**src/rtl/alu_exec_unit.sv**
```systemverilog
// EX-stage execution unit: decodes ALUOp/func3/func7 and executes RV32I/RV64I integer ops in one cycle.
// M-extension ops optionally run on an iterative radix-2 multiply/divide datapath behind a ready/valid handshake.
//
// state  | meaning
// -------+------------------------------------------------------------
// S_IDLE | accepting ops; ALU ops complete at the accepting edge
// S_RUN  | iterating a mul/div, one step per edge, in_ready low
module alu_exec_unit #(
   parameter int XLEN     = 32,
   parameter bit ENABLE_M = 1'b1
) (
   input  logic            clk,
   input  logic            rst,
   input  logic            in_valid,
   output logic            in_ready,
   input  logic [1:0]      ALUOp,
   input  logic [2:0]      func3,
   input  logic            func7_5,
   input  logic            func7_0,
   input  logic [XLEN-1:0] op_a,
   input  logic [XLEN-1:0] op_b,
   output logic            out_valid,
   output logic [XLEN-1:0] result,
   output logic            zero,
   output logic            illegal
);

   localparam int SW = $clog2(XLEN);

   // M ops share the 5'b10xxx block with func3 in the low bits
   typedef enum logic [4:0] {
      OP_ADD    = 5'h00,
      OP_SUB    = 5'h01,
      OP_SLL    = 5'h02,
      OP_SLT    = 5'h03,
      OP_SLTU   = 5'h04,
      OP_XOR    = 5'h05,
      OP_SRL    = 5'h06,
      OP_SRA    = 5'h07,
      OP_OR     = 5'h08,
      OP_AND    = 5'h09,
      OP_ILL    = 5'h0F,
      OP_MUL    = 5'h10,
      OP_MULH   = 5'h11,
      OP_MULHSU = 5'h12,
      OP_MULHU  = 5'h13,
      OP_DIV    = 5'h14,
      OP_DIVU   = 5'h15,
      OP_REM    = 5'h16,
      OP_REMU   = 5'h17
   } op_e;

   typedef enum logic {S_IDLE, S_RUN} state_e;

   state_e          r_state;
   state_e          w_state_nx;
   op_e             w_dec_op;
   logic            w_dec_is_m;
   logic            w_accept;
   logic            w_last;

   logic [SW-1:0]   w_shamt;
   logic [XLEN-1:0] w_sra;
   logic [XLEN-1:0] w_alu_res;

   op_e             r_op;
   logic [SW-1:0]   r_cnt;
   logic [XLEN-1:0] r_hi;
   logic [XLEN-1:0] r_lo;
   logic [XLEN-1:0] r_b;
   logic [XLEN-1:0] r_a;
   logic            r_neg;
   logic            r_bz;

   logic            w_a_signed;
   logic            w_b_signed;
   logic            w_neg;
   logic [XLEN-1:0] w_a_mag;
   logic [XLEN-1:0] w_b_mag;

   logic [XLEN:0]     w_mul_sum;
   logic [XLEN:0]     w_div_sh;
   logic [XLEN:0]     w_div_sub;
   logic              w_div_ge;
   logic              w_is_div;
   logic [XLEN-1:0]   w_hi_nx;
   logic [XLEN-1:0]   w_lo_nx;
   logic [2*XLEN-1:0] w_prod;
   logic [2*XLEN-1:0] w_prod_s;
   logic [XLEN-1:0]   w_quo_s;
   logic [XLEN-1:0]   w_rem_s;
   logic [XLEN-1:0]   w_m_res;

   logic            r_out_valid;
   logic [XLEN-1:0] r_result;
   logic            r_zero;
   logic            r_illegal;

   assign out_valid = r_out_valid;
   assign result    = r_result;
   assign zero      = r_zero;
   assign illegal   = r_illegal;

   assign w_accept = in_valid && in_ready;
   assign w_last   = (r_cnt == SW'(XLEN - 1));

   // ---------------- decode ----------------
   always_comb begin
      w_dec_op = OP_ADD;
      case (ALUOp)
         2'b00: w_dec_op = OP_ADD;
         2'b01: w_dec_op = OP_SUB;
         default: begin
            if (func7_0) begin
               if (ALUOp == 2'b10 && ENABLE_M) w_dec_op = op_e'({2'b10, func3});
               else                            w_dec_op = OP_ILL;
            end else begin
               case (func3)
                  3'b000:  w_dec_op = (func7_5 && ALUOp == 2'b10) ? OP_SUB : OP_ADD;
                  3'b001:  w_dec_op = OP_SLL;
                  3'b010:  w_dec_op = OP_SLT;
                  3'b011:  w_dec_op = OP_SLTU;
                  3'b100:  w_dec_op = OP_XOR;
                  3'b101:  w_dec_op = func7_5 ? OP_SRA : OP_SRL;
                  3'b110:  w_dec_op = OP_OR;
                  default: w_dec_op = OP_AND;
               endcase
            end
         end
      endcase
   end

   assign w_dec_is_m = w_dec_op[4];

   // ---------------- single-cycle ALU ----------------
   assign w_shamt = op_b[SW-1:0];
   assign w_sra   = $signed(op_a) >>> w_shamt;

   always_comb begin
      w_alu_res = '0;
      case (w_dec_op)
         OP_ADD:  w_alu_res = op_a + op_b;
         OP_SUB:  w_alu_res = op_a - op_b;
         OP_SLL:  w_alu_res = op_a << w_shamt;
         OP_SLT:  w_alu_res = {{(XLEN-1){1'b0}}, ($signed(op_a) < $signed(op_b))};
         OP_SLTU: w_alu_res = {{(XLEN-1){1'b0}}, (op_a < op_b)};
         OP_XOR:  w_alu_res = op_a ^ op_b;
         OP_SRL:  w_alu_res = op_a >> w_shamt;
         OP_SRA:  w_alu_res = w_sra;
         OP_OR:   w_alu_res = op_a | op_b;
         OP_AND:  w_alu_res = op_a & op_b;
         default: w_alu_res = '0;
      endcase
   end

   // ---------------- operand magnitudes and result sign at acceptance ----------------
   always_comb begin
      w_a_signed = 1'b0;
      w_b_signed = 1'b0;
      w_neg      = 1'b0;
      case (w_dec_op)
         OP_MULH, OP_DIV: begin
            w_a_signed = 1'b1;
            w_b_signed = 1'b1;
            w_neg      = op_a[XLEN-1] ^ op_b[XLEN-1];
         end
         OP_MULHSU: begin
            w_a_signed = 1'b1;
            w_neg      = op_a[XLEN-1];
         end
         OP_REM: begin
            w_a_signed = 1'b1;
            w_b_signed = 1'b1;
            w_neg      = op_a[XLEN-1];
         end
         default: ;
      endcase
   end

   assign w_a_mag = (w_a_signed && op_a[XLEN-1]) ? -op_a : op_a;
   assign w_b_mag = (w_b_signed && op_b[XLEN-1]) ? -op_b : op_b;

   // ---------------- iterative step: hi/lo hold product or remainder/quotient ----------------
   assign w_is_div  = r_op[2];
   assign w_mul_sum = {1'b0, r_hi} + (r_lo[0] ? {1'b0, r_b} : {(XLEN+1){1'b0}});
   assign w_div_sh  = {r_hi, r_lo[XLEN-1]};
   assign w_div_sub = w_div_sh - {1'b0, r_b};
   assign w_div_ge  = ~w_div_sub[XLEN];

   always_comb begin
      if (w_is_div) begin
         w_hi_nx = w_div_ge ? w_div_sub[XLEN-1:0] : w_div_sh[XLEN-1:0];
         w_lo_nx = {r_lo[XLEN-2:0], w_div_ge};
      end else begin
         w_hi_nx = w_mul_sum[XLEN:1];
         w_lo_nx = {w_mul_sum[0], r_lo[XLEN-1:1]};
      end
   end

   assign w_prod   = {w_hi_nx, w_lo_nx};
   assign w_prod_s = r_neg ? -w_prod : w_prod;
   assign w_quo_s  = r_neg ? -w_lo_nx : w_lo_nx;
   assign w_rem_s  = r_neg ? -w_hi_nx : w_hi_nx;

   // divide-by-zero bypasses the sign fix-up entirely
   always_comb begin
      w_m_res = '0;
      case (r_op)
         OP_MUL:                       w_m_res = w_prod_s[XLEN-1:0];
         OP_MULH, OP_MULHSU, OP_MULHU: w_m_res = w_prod_s[2*XLEN-1:XLEN];
         OP_DIV, OP_DIVU:              w_m_res = r_bz ? '1 : w_quo_s;
         OP_REM, OP_REMU:              w_m_res = r_bz ? r_a : w_rem_s;
         default:                      w_m_res = '0;
      endcase
   end

   always_ff @(posedge clk) begin
      if (rst) begin
         r_op  <= OP_ADD;
         r_cnt <= '0;
         r_hi  <= '0;
         r_lo  <= '0;
         r_b   <= '0;
         r_a   <= '0;
         r_neg <= 1'b0;
         r_bz  <= 1'b0;
      end else if (w_accept && w_dec_is_m) begin
         r_op  <= w_dec_op;
         r_cnt <= '0;
         r_hi  <= '0;
         r_lo  <= w_a_mag;
         r_b   <= w_b_mag;
         r_a   <= op_a;
         r_neg <= w_neg;
         r_bz  <= (op_b == '0);
      end else if (r_state == S_RUN) begin
         r_hi  <= w_hi_nx;
         r_lo  <= w_lo_nx;
         r_cnt <= r_cnt + SW'(1);
      end
   end

   // ---------------- FSM ----------------
   always_ff @(posedge clk) begin
      if (rst) r_state <= S_IDLE;
      else     r_state <= w_state_nx;
   end

   always_comb begin
      w_state_nx = r_state;
      case (r_state)
         S_IDLE:  if (w_accept && w_dec_is_m) w_state_nx = S_RUN;
         S_RUN:   if (w_last) w_state_nx = S_IDLE;
         default: w_state_nx = S_IDLE;
      endcase
   end

   always_comb begin
      in_ready = (r_state == S_IDLE);
   end

   // ---------------- result register ----------------
   always_ff @(posedge clk) begin
      if (rst) begin
         r_out_valid <= 1'b0;
         r_result    <= '0;
         r_zero      <= 1'b0;
         r_illegal   <= 1'b0;
      end else begin
         r_out_valid <= 1'b0;
         r_illegal   <= 1'b0;
         if (w_accept && !w_dec_is_m) begin
            r_out_valid <= 1'b1;
            r_result    <= w_alu_res;
            r_zero      <= (w_alu_res == '0);
            r_illegal   <= (w_dec_op == OP_ILL);
         end else if (r_state == S_RUN && w_last) begin
            r_out_valid <= 1'b1;
            r_result    <= w_m_res;
            r_zero      <= (w_m_res == '0);
         end
      end
   end

endmodule

```
**config.mk**
```make
export PLATFORM = sky130hd
export DESIGN_NAME = alu_exec_unit
export DESIGN_NICKNAME = d
export VERILOG_FILES = /design/src/rtl/alu_exec_unit.sv
export SDC_FILE = /design/constraint.sdc
export NUM_CORES = 1
export LEC_CHECK = 0
export CAP_MARGIN = 25
export CORE_MARGIN = 8
export CORE_UTILIZATION = 35
export CTS_CLUSTER_SIZE = 28
export DETAILED_ROUTE_END_ITERATION = 10
export PLACE_DENSITY_LB_ADDON = 0.05
export SLEW_MARGIN = 20
export SYNTH_ARGS = -nofsm -noshare
export SYNTH_HDL_FRONTEND = slang
export SYNTH_SLANG_ARGS = --single-unit
```
**constraint.sdc**
```tcl
create_clock -name clk -period 9.2 [get_ports clk]
set_clock_uncertainty 0.2 [all_clocks]
set_input_delay 1.38 -clock clk [delete_from_list [all_inputs] [get_ports clk]]
set_output_delay 1.38 -clock clk [all_outputs]
set_load 0.005 [all_outputs]
```
==> results.json, run 1 <==
{
  "synth-warning-count": 0,
  "synth_top_family_by_area": "compound AO/OA/AOI/OAI gates",
  "initial_utilization_pct": 35.2,
  "detail-route-antenna-nets": 0,
  "timing.final.crit_period_ns": 7.90,
  "floorplan.die_area_um2": 79000,
  "ff2ff_setup_slack_ns": 1.30,
  "timing.max_slew.rel_slack_pct": 27.9,
  "clock_tree_from_tritoncts": "built",
  "yosysSeqAreaShare_pct": 14.3,
  "htreeDepth": 4,
  "synthesis.area_per_instance_um2": 7.09,
  "number_of_failing_hold_endpoints_at_the_final_stage": 0,
  "detail_route.first_pass.iterations": 6,
  "synthesis.instances": 3465,
  "synth-compound-area-share_pct": 31.4,
  "std_cell_rows": 97,
  "die_height_um": 281,
  "synthFlopType": "dfxtp_1",
  "cts-hold-fix-buffers": 0,
  "detail_route.drc_violations": 0,
  "period_share_pct": 85.9,
  "cp_data_required_time_ns": 9.42,
  "synth.distinct_cells": 99,
  "synthesis.area_um2": 24600,
  "worstSetupStartpoint": "r_lo[31]$_SDFFE_PP0P_",
  "power_leakage_nw": 10.4,
  "dr_total_vias": 28000,
  "syn-num-nets": 3710,
  "global_route.overflow_total": 0,
  "avgViaCountPerCell": 6.38,
  "setup_violations": 0,
  "routed_wire_length_per_instance_um": 30.0,
  "grt_pass1_vias": 27300,
  "final_nets": 3677,
  "achievable-frequency_ghz": 0.127,
  "max_transition_viols_final": 0,
  "port_buffers": 109,
  "synth_mux_area_share_pct": 9.97,
  "worst_hold_path_type": "reg -> reg",
  "max-cap-violations": 0,
  "layout-area-overhead-vs-synth_pct": 10.8,
  "wl_mm": 132,
  "worstHoldStart": "r_a[14]$_SDFFE_PP0P_",
  "grt.total_usage_pct": 32.1,
  "antenna_found_initial": 2,
  "timing.critical_path.fanout_max": 9,
  "worstHoldEndpoint": "r_a[14]$_SDFFE_PP0P_",
  "hold_depth": 2,
  "post_cts_buffers": 0,
  "synth.largest_area_cell": "dfxtp_1",
  "ctsResizeCount": 0,
  "die_w_um": 281,
  "clkSinkCount": 176,
  "clock_insertion_delay_worst_skew_ns": 0.47,
  "ctsRootBufferMaster": "clkbuf_16",
  "synth_simple_gate_area_share_pct": 22.8,
  "worst_pin_slew_ns": 1.05,
  "final_cell_mix": "nor2_1 (390), a21oi_1 (341), nand2_1 (318)",
  "place_area_um2": 26600,
  "maximum_number_of_pins_on_one_net_before_global_route_repair": 85,
  "critPathArrivalTime_ns": 8.12,
  "core_area_um2": 69800,
  "setup-tns-final_ns": 0,
  "clk_pin_slew_worst_paths_ns": 0.08,
  "reg2reg_depth": 23,
  "wire_length_of_the_first_global_routing_pass_mm": 191,
  "synth_edf_count": 0,
  "timing.rr.end": "zero$_SDFFE_PP0P_",
  "final_cell_area_um2": 27200,
  "detail_route.iter0.violations": 2977,
  "synthTopCellsByArea": "dfxtp_1 (14%), ha_1 (8.5%), a21oi_1 (6.9%)",
  "synth.top_cell.area_share_pct": 14.3,
  "startpoint_type": "flip-flop",
  "most_common_cell_after_layout_fill_and_taps_aside": "nor2_1",
  "endpoint_kind": "flip-flop",
  "critPathKind": "reg -> reg",
  "setup_repair_after_global_routing_missed_its_margin": "false",
  "crit-reg2reg-launch": "r_lo[31]$_SDFFE_PP0P_",
  "async_flop_share_pct": 0,
  "top_level_ports": 110,
  "worst_ir_drop_vdd_mv": 0.140,
  "final_estimated_routing_congestion_in_global_placement": 1.03,
  "postSynthRegisterBits": 176,
  "cts_made_buffers": 17,
  "synth_xor_area_share_pct": 5.81,
  "drive_above_1_share_pct": 8.39,
  "p_per_area_nw_per_um2": 110,
  "dp_hpwl_mm": 104,
  "synth-adder-area-share_pct": 8.83,
  "cts-root-to-sink-buffers": 2,
  "status": "completed"
}
cell usage after synthesis (65+ instances only):
cell / instances
inv_1: 163
a211oi_1: 71
a21oi_1: 341
clkbuf_1: 208
nor3_1: 77
nand2_1: 319
ha_1: 167
mux4_2: 66
xnor2_1: 127
nand3_1: 82
o21ai_0: 218
mux2i_1: 84
dfxtp_1: 176
o31ai_1: 65
nor2_1: 393
where the power goes:
group | switching [W] | internal (W)
logic | 0.000905 | 0.000478
registers | 0.0000470 | 0.000794
clock network | 0.000392 | 0.000377
final cells by class:
type / count / area (µm²)
Antenna cell: 1 / 2.50
Clock buffer: 18 / 450
Multi-Input combinational cell: 2857 / 19400
Timing Repair Buffer: 212 / 1840
Tap cell: 940 / 1180
Clock inverter: 14 / 144
Sequential cell: 176 / 3530
Fill cell: 7494 / 42600
Inverter: 168 / 631
per-layer routing:
metal,vias to the layer above,GRT usage [%],part of all wire (%)
li1,12800,-,-
met1,13800,38.8,40
met2,1161,56.6,49
met3,274,3.25,5.2
met4,0,15.7,5.5
met5,-,0,0
worst max-delay path by stage:
stage | endpoint | slack, ns
after global routing | zero$_SDFFE_PP0P_ | 1.05
after CTS | zero$_SDFFE_PP0P_ | 1.45
final | zero$_SDFFE_PP0P_ | 1.30
after detailed placement | zero$_SDFFE_PP0P_ | 1.52
after floorplan | zero$_SDFFE_PP0P_ | 2.46
after global placement | zero$_SDFFE_PP0P_ | 1.51
critical path, cell delays in order, from the launching register on:
cell and delay (ns):
dfxtp_1 0.34, inv_1 0.11, ha_1 0.26, fa_1 0.43, nand2b_1 0.21, a211oi_2 0.30, o211ai_2 0.23, and3_1 0.30
o211a_1 0.42, nor2_2 0.17, a21oi_1 0.13, inv_1 0.11, ha_1 0.33, nand2_1 0.29, or2_1 0.49, nor2_1 0.52
nand4_1 0.23, or3_4 0.41, or2_0 0.23, a211o_1 0.30, a311o_1 0.46, or4_1 0.55, nor4_1 0.61, a221o_1 0.21
cells by family after synthesis:
logic type                 Yosys count
and+or+nand+nor                   1189
buffers and inverters              432
muxes                              161
xor gates and xnor gates           163
DFF                                176
AOI/OAI and AO/OA                 1173
adders and majority gates          171
state kept, by name, indices dropped and copies added, names as in the netlist:
| name | flops |
|---|---|
| illegal | 1 |
| r_a | 32 |
| r_b | 32 |
| r_lo | 32 |
| r_neg | 1 |
| r_cnt | 5 |
| r_hi | 32 |
| r_op | 5 |
| r_state | 1 |
| result | 32 |
| zero | 1 |
| out_valid | 1 |
| r_bz | 1 |
metrics by stage:
stage	hold slack, ns	utilization, %	cells	power, W	setup slack [ns]
2_1_floorplan	0.236	-	3465	0.00168	2.46
3_3_place_gp	0.245	38.2	4353	0.00221	1.51
3_5_place_dp	0.251	38.2	4353	0.00220	1.52
4_1_cts	0.263	39.0	4385	0.00298	1.45
5_1_grt	0.279	39.0	4385	0.00312	1.05
6_report	0.263	39.0	4386	0.00299	1.30
(Power assumes the default switching activity.)
==> run 2: changes to the inputs <==
--- a/config.mk
+++ b/config.mk
@@ -10,6 +10,7 @@
 export CORE_UTILIZATION = 35
 export CTS_CLUSTER_SIZE = 28
 export DETAILED_ROUTE_END_ITERATION = 10
+export GPL_ROUTABILITY_DRIVEN = 0
 export PLACE_DENSITY_LB_ADDON = 0.05
 export SLEW_MARGIN = 20
 export SYNTH_ARGS = -nofsm -noshare
==> constraint.sdc (replaced) <==
create_clock -name clk -period 8.35 [get_ports clk]
set_clock_uncertainty 0.2 [all_clocks]
set_input_delay 1.2525 -clock clk [delete_from_list [all_inputs] [get_ports clk]]
set_output_delay 1.2525 -clock clk [all_outputs]
set_load 0.005 [all_outputs]
==> run 2 against run 1 <==
Compared with the run above: sequential cell count is the same; hold slack is essentially flat; utilization shrank 0.20 points; global-route usage shrank 1.7 points; clock-buffer cell count is the same; die area is the same; combinational power grew 9%; largest cell class unchanged; routed wire length shrank 5.0%; highest routed layer unchanged; clock power grew 11%; critical path depth shrank 3.
==> results.json, run 2 (same netlist as run 1, synthesis figures left out) <==
{
  "timing.critical_path.fanout_max": 20,
  "detail_route.first_pass.iterations": 8,
  "die_w_um": 281,
  "critPathSlowestCell": "nor4_1",
  "max_transition_viols_final": 0,
  "final.setup.worst_slack_ns": 0.773,
  "layout-area-overhead-vs-synth_pct": 10.2,
  "port_buffers": 109,
  "cts-root-to-sink-buffers": 2,
  "global_route.overflow_total": 0,
  "worstHoldStart": "r_a[31]$_SDFFE_PP0P_",
  "met3_wirelength_mm": 8.33,
  "met2RoutedLength_mm": 58.2,
  "wire_length_of_the_first_global_routing_pass_mm": 182,
  "period_share_pct": 90.7,
  "number_of_failing_hold_endpoints_at_the_final_stage": 0,
  "timing.final.crit_period_ns": 7.58,
  "status": "completed",
  "p_total_w": 0.00327,
  "htreeDepth": 4,
  "crit_path_max_incr_delay_ns": 0.68,
  "core_area_um2": 69800,
  "detail-route-antenna-nets": 0,
  "dp_hpwl_mm": 96.8,
  "achievable-frequency_ghz": 0.132,
  "most_common_cell_after_layout_fill_and_taps_aside": "nor2_1",
  "endpoint_kind": "flip-flop",
  "finalHoldWorstSlack_ns": 0.262,
  "grt_pass1_vias": 26800,
  "crit-reg2reg-launch": "r_lo[31]$_SDFFE_PP0P_",
  "floorplan.die_area_um2": 79000,
  "setup-tns-final_ns": 0,
  "routed_wire_length_per_instance_um": 28.6,
  "detail_route.iter0.violations": 3401,
  "critical_path_buffers_and_inverters": 2,
  "critical_path.cell_chain": "inv_1 -> ha_1 -> fa_1 -> nand2b_1 -> a211oi_2 -> o211ai_2 -> and3_1 -> o211ai_1 -> buf_4 -> nand2_1 -> mux2_2 -> a21oi_1 -> nand4_1 -> nor4_1 -> nand2_1 -> o311ai_0 -> a21oi_1 -> or3_1 -> nor4_1 -> a221o_1",
  "highest_layer": "met4",
  "critPathKind": "reg -> reg",
  "timing.critical_path.max_delay_family": "simple AND/OR/NAND/NOR gates",
  "worst_pin_slew_ns": 1.12,
  "die_height_um": 281,
  "top_level_ports": 110,
  "detail_route.drc_violations": 0,
  "place_area_um2": 26500,
  "final_cell_mix": "nor2_1 (390), a21oi_1 (341), nand2_1 (318)",
  "maximum_number_of_pins_on_one_net_before_global_route_repair": 138,
  "worst_ir_drop_vdd_mv": 0.123,
  "wl_mm": 125,
  "std_cell_rows": 97,
  "final_cell_area_um2": 27100,
  "final_nets": 3661,
  "worst_hold_path_type": "reg -> reg",
  "power_leakage_nw": 10.3,
  "setup_violations": 0,
  "cts_made_buffers": 17,
  "antenna_found_initial": 1,
  "dr_total_vias": 28200,
  "ctsResizeCount": 0,
  "clkSinkCount": 176,
  "final.fill_count": 7424,
  "cp_data_required_time_ns": 8.56,
  "avgViaCountPerCell": 6.45,
  "post_cts_buffers": 0,
  "placement.setup.worst_slack_ns": 0.908,
  "worstSetupStartpoint": "r_lo[31]$_SDFFE_PP0P_",
  "timing.max_slew.rel_slack_pct": 24.1,
  "clk_pin_slew_worst_paths_ns": 0.08,
  "clock_tree_from_tritoncts": "built",
  "max-cap-violations": 0,
  "p_per_area_nw_per_um2": 121,
  "initial_utilization_pct": 35.2,
  "drt-met1-wl_mm": 50.9,
  "cts-hold-fix-buffers": 0,
  "startpoint_type": "flip-flop",
  "clock_insertion_delay_worst_skew_ns": 0.47,
  "drive_above_1_share_pct": 7.84,
  "ctsRootBufferMaster": "clkbuf_16",
  "setup_repair_after_global_routing_missed_its_margin": "false",
  "critPathArrivalTime_ns": 7.79,
  "grt.total_usage_pct": 30.4
}
-- run 2: changes by cell type in the layout (fill, tap and decap cells not counted), sizes merged --
cell	previous run	this run
clkinvlp	1	2
clkinv	10	8
diode	1	2
bufinv	0	1
buf	108	92
-- run 2: layer usage --
layer / track usage [%] / vias up
met4: 15.3 / 0
met3: 3.85 / 324
met2: 51.0 / 1422
met1: 38.1 / 13700
li1: - / 12700
met5: 0 / -
-- run 2: path summary, 6_finish.rpt --
path,endpoint,slack (ns),depth (start not counted)
worst min register to register,r_a[31]$_SDFFE_PP0P_,0.26,2
worst max register to register,zero$_SDFFE_PP0P_,0.77,20
worst max-delay path,zero$_SDFFE_PP0P_,0.77,20
worst min-delay path,r_a[31]$_SDFFE_PP0P_,0.26,2
-- run 2: power breakdown --
group | total, W | leakage (nW) | switching [W] | internal, W
clock | 0.000851 | 0.286 | 0.000419 | 0.000431
sequential | 0.000925 | 1.43 | 0.0000503 | 0.000875
combinational | 0.00150 | 8.57 | 0.000979 | 0.000518
total | 0.00327 | 10.3 | 0.00145 | 0.00182
-- run 2: layout make-up --
class                           instances  area [µm²]  share of cell area (%)
Clock buffer                           18         439                    1.62
Tap cell                              940        1180                    4.34
Antenna cell                            2        5.00                  0.0185
Multi-Input combinational cell       2857       19400                    71.7
Clock inverter                         14         149                   0.550
Sequential cell                       176        3530                    13.0
Inverter                              168         631                    2.33
Timing Repair Buffer                  196        1730                    6.40
-- run 2: per-stage QoR --
stage | util, % | instances
6_report | 38.8 | 4371
5_1_grt | 38.8 | 4369
4_1_cts | 38.8 | 4369
3_5_place_dp | 38.0 | 4337
3_3_place_gp | 38.0 | 4335
2_1_floorplan | - | 3465
-- run 2: tightest hold or removal path, cell delays in order, from the launching register on --
cell and delay, ns:
dfxtp_1 0.31, nand2_1 0.05, a21oi_1 0.05
